$ cat config.mk
export PLATFORM = sky130hd
export DESIGN_NAME = crc_serial_codec
export DESIGN_NICKNAME = d
export VERILOG_FILES = /design/src/rtl/crc_serial_codec_pkg.sv /design/src/rtl/crc_lfsr_step.sv /design/src/rtl/crc_serial_codec.sv
export SDC_FILE = /design/constraint.sdc
export NUM_CORES = 1
export LEC_CHECK = 0
export BUFFER_PORTS_ARGS = -buffer_cell sky130_fd_sc_hd__buf_2
export CAP_MARGIN = 15
export CORE_MARGIN = 5
export CORE_UTILIZATION = 45
export DETAILED_ROUTE_END_ITERATION = 16
export PLACE_DENSITY_LB_ADDON = 0.05
export SLEW_MARGIN = 20
export SYNTH_ARGS = -nofsm -noshare
export SYNTH_HDL_FRONTEND = slang
export SYNTH_HIERARCHICAL = 1
export SYNTH_SLANG_ARGS = --single-unit
$ cat constraint.sdc
create_clock -name clk -period 3.8 [get_ports clk]
set_input_delay 0.57 -clock clk [delete_from_list [all_inputs] [get_ports clk]]
set_output_delay 0.57 -clock clk [all_outputs]
set_load 0.01 [all_outputs]
$ cat src/rtl/crc_serial_codec_pkg.sv
// Shared types and constants for the serial CRC codec.
// Holds the FSM state enum and well-known generator polynomials.
package crc_pkg;

    typedef enum logic [1:0] {
        IDLE  = 2'd0,
        SHIFT = 2'd1,
        DONE  = 2'd2
    } state_e;

    localparam logic [6:0]  CRC7_POLY        = 7'h09;
    localparam logic [15:0] CRC16_CCITT_POLY = 16'h1021;

    // Bit-counter width able to hold 0..w.
    function automatic int cnt_width(input int w);
        return $clog2(w + 1);
    endfunction

endpackage

$ cat src/rtl/crc_lfsr_step.sv
// One bit of a non-reflected CRC shift register.
// Pure combinational; reused by serial and parallel codecs.
module crc_lfsr_step
    import crc_pkg::*;
#(
    parameter int          CRC_W = 7,
    parameter logic [31:0] POLY  = 32'(CRC7_POLY)
) (
    input  logic [CRC_W-1:0] crc_in,
    input  logic             din,
    output logic [CRC_W-1:0] crc_out
);

    localparam logic [CRC_W-1:0] POLY_M = POLY[CRC_W-1:0];

    logic fb;

    // Shift left; fold the polynomial in when the feedback bit is set.
    always_comb begin
        fb      = crc_in[CRC_W-1] ^ din;
        crc_out = {crc_in[CRC_W-2:0], 1'b0} ^ (fb ? POLY_M : '0);
    end

endmodule

$ cat src/rtl/crc_serial_codec.sv
// Bit-serial CRC generator/checker with valid/ready on both sides.
// One payload word per handshake, shifted MSB-first, one bit per clock.
module crc_serial_codec
    import crc_pkg::*;
#(
    parameter int          DATA_W = 16,
    parameter int          CRC_W  = 7,
    parameter logic [31:0] POLY   = 32'(CRC7_POLY),
    parameter logic [31:0] INIT   = 32'h0
) (
    input  logic                    clk,
    input  logic                    reset,
    input  logic                    in_valid,
    output logic                    in_ready,
    input  logic [DATA_W-1:0]       in_data,
    input  logic [CRC_W-1:0]        in_crc,
    input  logic                    in_check,
    output logic                    out_valid,
    input  logic                    out_ready,
    output logic [DATA_W+CRC_W-1:0] out_code,
    output logic [CRC_W-1:0]        out_crc,
    output logic                    out_err,
    output logic                    busy
);

    localparam int                 CNT_W    = cnt_width(DATA_W);
    localparam logic [CNT_W-1:0]   CNT_LAST = CNT_W'(DATA_W - 1);
    localparam logic [CRC_W-1:0]   INIT_M   = INIT[CRC_W-1:0];

    state_e                  state_q, state_d;
    logic [CNT_W-1:0]        cnt_q;
    logic [DATA_W-1:0]       data_q;
    logic [DATA_W-1:0]       sh_q;
    logic [CRC_W-1:0]        crc_q;
    logic [CRC_W-1:0]        ref_q;
    logic                    chk_q;
    logic [DATA_W+CRC_W-1:0] code_q;
    logic [CRC_W-1:0]        ocrc_q;
    logic                    err_q;

    logic [CRC_W-1:0]        crc_nxt;
    logic                    accept;
    logic                    last;

    crc_lfsr_step #(
        .CRC_W (CRC_W),
        .POLY  (POLY)
    ) u_step (
        .crc_in  (crc_q),
        .din     (sh_q[DATA_W-1]),
        .crc_out (crc_nxt)
    );

    assign accept = in_valid && (state_q == IDLE);
    assign last   = (state_q == SHIFT) && (cnt_q == CNT_LAST);

    // FSM state register.
    always_ff @(posedge clk) begin
        if (reset) begin
            state_q <= IDLE;
        end else begin
            state_q <= state_d;
        end
    end

    // FSM next-state: accept, shift DATA_W bits, hold until drained.
    always_comb begin
        state_d = state_q;
        unique case (state_q)
            IDLE:    if (in_valid)  state_d = SHIFT;
            SHIFT:   if (last)      state_d = DONE;
            DONE:    if (out_ready) state_d = IDLE;
            default:                state_d = IDLE;
        endcase
    end

    // FSM outputs decoded from the registered state.
    always_comb begin
        in_ready  = (state_q == IDLE);
        out_valid = (state_q == DONE);
        busy      = (state_q != IDLE);
    end

    // Datapath: latch word on accept, step the CRC, capture result.
    always_ff @(posedge clk) begin
        if (reset) begin
            cnt_q  <= '0;
            data_q <= '0;
            sh_q   <= '0;
            crc_q  <= '0;
            ref_q  <= '0;
            chk_q  <= 1'b0;
            code_q <= '0;
            ocrc_q <= '0;
            err_q  <= 1'b0;
        end else if (accept) begin
            cnt_q  <= '0;
            data_q <= in_data;
            sh_q   <= in_data;
            crc_q  <= INIT_M;
            ref_q  <= in_crc;
            chk_q  <= in_check;
        end else if (state_q == SHIFT) begin
            crc_q <= crc_nxt;
            sh_q  <= sh_q << 1;
            if (last) begin
                code_q <= {data_q, crc_nxt};
                ocrc_q <= crc_nxt;
                err_q  <= chk_q && (crc_nxt != ref_q);
            end else begin
                cnt_q <= cnt_q + 1'b1;
            end
        end
    end

    assign out_code = code_q;
    assign out_crc  = ocrc_q;
    assign out_err  = err_q;

endmodule

==> out/qor.yml <==
floorplanning:
  core.rowCount: 31
  core-area_mm2: 0.007292
  num_io_pins: 62
  die_h_um: 96.93
  dieArea_mm2: 0.009395
  start_util: 0.4664
  die_w_um: 96.93
setup_path:
  path_delay_family: "simple AND/OR/NAND/NOR gates"
  start_kind: "flop"
  critical_path_class: "reg2reg"
  path_cells: "ha_1 -> and3_1 -> ha_1 -> nand2_1 -> nand2_1 -> a21oi_2"
  end_kind: "flop"
  worstPathRequired_ps: 4080
  cp_max_fo: 25
  cp-startpoint: "cnt_q[0]"
  cp_slowest_cell: "nand2_1"
  cp_num_buf_inv: 0
  rr_startpoint: "cnt_q[0]"
  max_stage_delay_ps: 640
  cp.arrival_ps: 2270
route:
  dr_total_vias: 2413
  first_pass_iters: 4
  via_per_inst: 4.713
  drt_iter0_drc: 97
  ant_nets: 0
  drcViolationCount: 0
  wirelength_mm: 6.670
  routedWlPerCell_um: 13.03
sta:
  setup_ws_ps: 1818
  max_freq_mhz: 504.5
  max-slew-margin-rel: 0.3814
  hold_slack_ps: 447.7
  finalHoldViolations: 0
  drv_slew: 0
  final.period_utilization: 0.5216
  fin_crit_ps: 1982
  rsz0062_at_grt: "no"
  setup_tns_ps: 0
  skew_ps: 8.152
  setup_viol: 0
  tightest_slew_ps: 927.9
synth:
  ys_warn_count: 6
  synth_cell_types: 34
  netlist.top_cell.by_area: "dfxtp_1"
  synthTopCellsByArea: "dfxtp_1, nand2_1, a21oi_2, a21oi_1, nand2_2"
  synth_top_area_frac: 0.4592
  ys_seq_elements: 78
  syn_area_per_cell_um2: 9.191
  synthCells: 370
  netlist_area_mm2: 0.003401
  synth_nets: 400
  yosysSeqAreaShare: 0.4592
grt:
  grt_use_total: 0.1487
  globalRouteOverflowTotal: 0
  antenna_found_initial: 0
  grt_pass1_wl_mm: 11.44
  grt_max_degree: 36
  grt_pass1_vias: 2314
min_path:
  hp-class: "in2reg"
  min_from: "in_crc[2]"
clocking:
  cts_setup_buffers: 0
  clock_path_buffers: 2
  root_buffer: "clkbuf_8"
  hold_buffers: 0
  cts.sinks: 78
  cts.repair.resized: 0
  tritoncts: "done"
  clkSlewWorstSetupHoldPaths_ps: 80
  cts_buffers: 9
  clock_latency_ps: 350
  cts_htree_levels: 3
cells_and_area:
  layout-drive-gt1-share: 0.3874
  diodes: 0
  layout_commonest_cell: "nand2_1"
  nNetsFinal: 438
  final_cell_mix: "nand2_1, dfxtp_1, buf_2"
  fin_cells: 512
  syn_to_final_growth_pct: 10.41
place:
  gp_congestion: 0.6896
  hpwl_mm: 4.546
  dp.cells: 496
  numPortBuffers: 61
  post-place-ws_ps: 1757
job:
  drv_cap: 0
outcome:
  outcome: "finished, final reports clean"
power:
  pwr_density_cell_mw_per_mm2: 424.4
  p_leak_nw: 1.511
  ir_drop_uv: 233.1
## worst min-delay path: cells and delay by family
| family | cells | cell delay, ps |
|---|---|---|
| buffers and inverters | 1 | 90 |
| AO/OA/AOI/OAI | 1 | 50 |
| AND/OR/NAND/NOR | 1 | 40 |
## report_power, final
part	switching, W	total [W]	internal [W]
combinational	0.0000864	0.000153	0.0000670
clock	0.000304	0.000575	0.000271
sequential	0.0000186	0.000865	0.000847
## state kept, by name, summed over array words and instances, names as in the netlist
| name | cells |
|---|---|
| out_code | 23 |
| data_q | 16 |
| sh_q | 16 |
| crc_q | 7 |
| ref_q | 7 |
| cnt_q | 5 |
| state_q | 2 |
| chk_q | 1 |
| out_err | 1 |
## layout make-up
cell class	count	area, µm²
fillers	760	3537
flip-flops and latches	78	1562
multi-input cells	253	1536
repair buffers	64	340.3
clock buffers	11	151.4
well taps	99	123.9
clock inverters	5	33.78
inverters	2	7.507
## worst paths after layout
check                           depth (start not counted)           end  slack [ps]
worst max-delay path                                    6  out_code[10]        1820
worst min-delay path                                    3      ref_q[2]         450
worst max register to register                          6  out_code[10]        1820
worst min register to register                          2  out_code[22]         450
## cell usage after synthesis
master	number
buf_12	3
nand3b_1	2
dfxtp_1	78
nand2_1	98
buf_6	3
a211oi_1	1
nand4_1	2
o21ai_0	2
buf_2	5
nand2b_1	3
nand3_1	1
clkbuf_1	6
xor3_1	1
and3_1	1
buf_1	1
nor2_2	1
xor2_1	6
nor2b_2	1
buf_8	1
nor4_1	1
mux2_4	11
nor2_1	6
and2_4	1
a21oi_1	41
and2_1	1
buf_4	18
nand2_2	29
xnor2_1	5
a21oi_2	31
mux2_2	4
inv_1	2
nor3b_2	1
ha_1	2
and2b_2	1
## kinds of logic (layout without fill, tap and decap cells)
kind of cell    Yosys count  count (layout)  share of synthesized area
xor+xnor                 12              12                    0.03532
mux                      15              15                    0.06181
simple gates            149             149                     0.2020
buf+inv                  39              82                    0.08903
fa+ha+maj                 2               2                   0.007357
compound gates           75              75                     0.1453
flops                    78              78                     0.4592
## metrics by stage
step                cell area, µm²    util  power [W]
finish                        3755  0.5149   0.001594
global route                  3755  0.5149   0.001676
CTS                           3755  0.5149   0.001616
detailed placement            3570  0.4895   0.001041
global placement              3570  0.4895   0.001039
floorplan                     3401       -   0.001011
## metal layers
metal | GRT usage | share of wire | wire [µm]
met5 | 0 | 0 | 0
met4 | 0.05832 | 0.016 | 106
met3 | 0.04748 | 0.048 | 323
met2 | 0.2150 | 0.42 | 2822
met1 | 0.2047 | 0.51 | 3416
(Power assumes the default switching activity.)
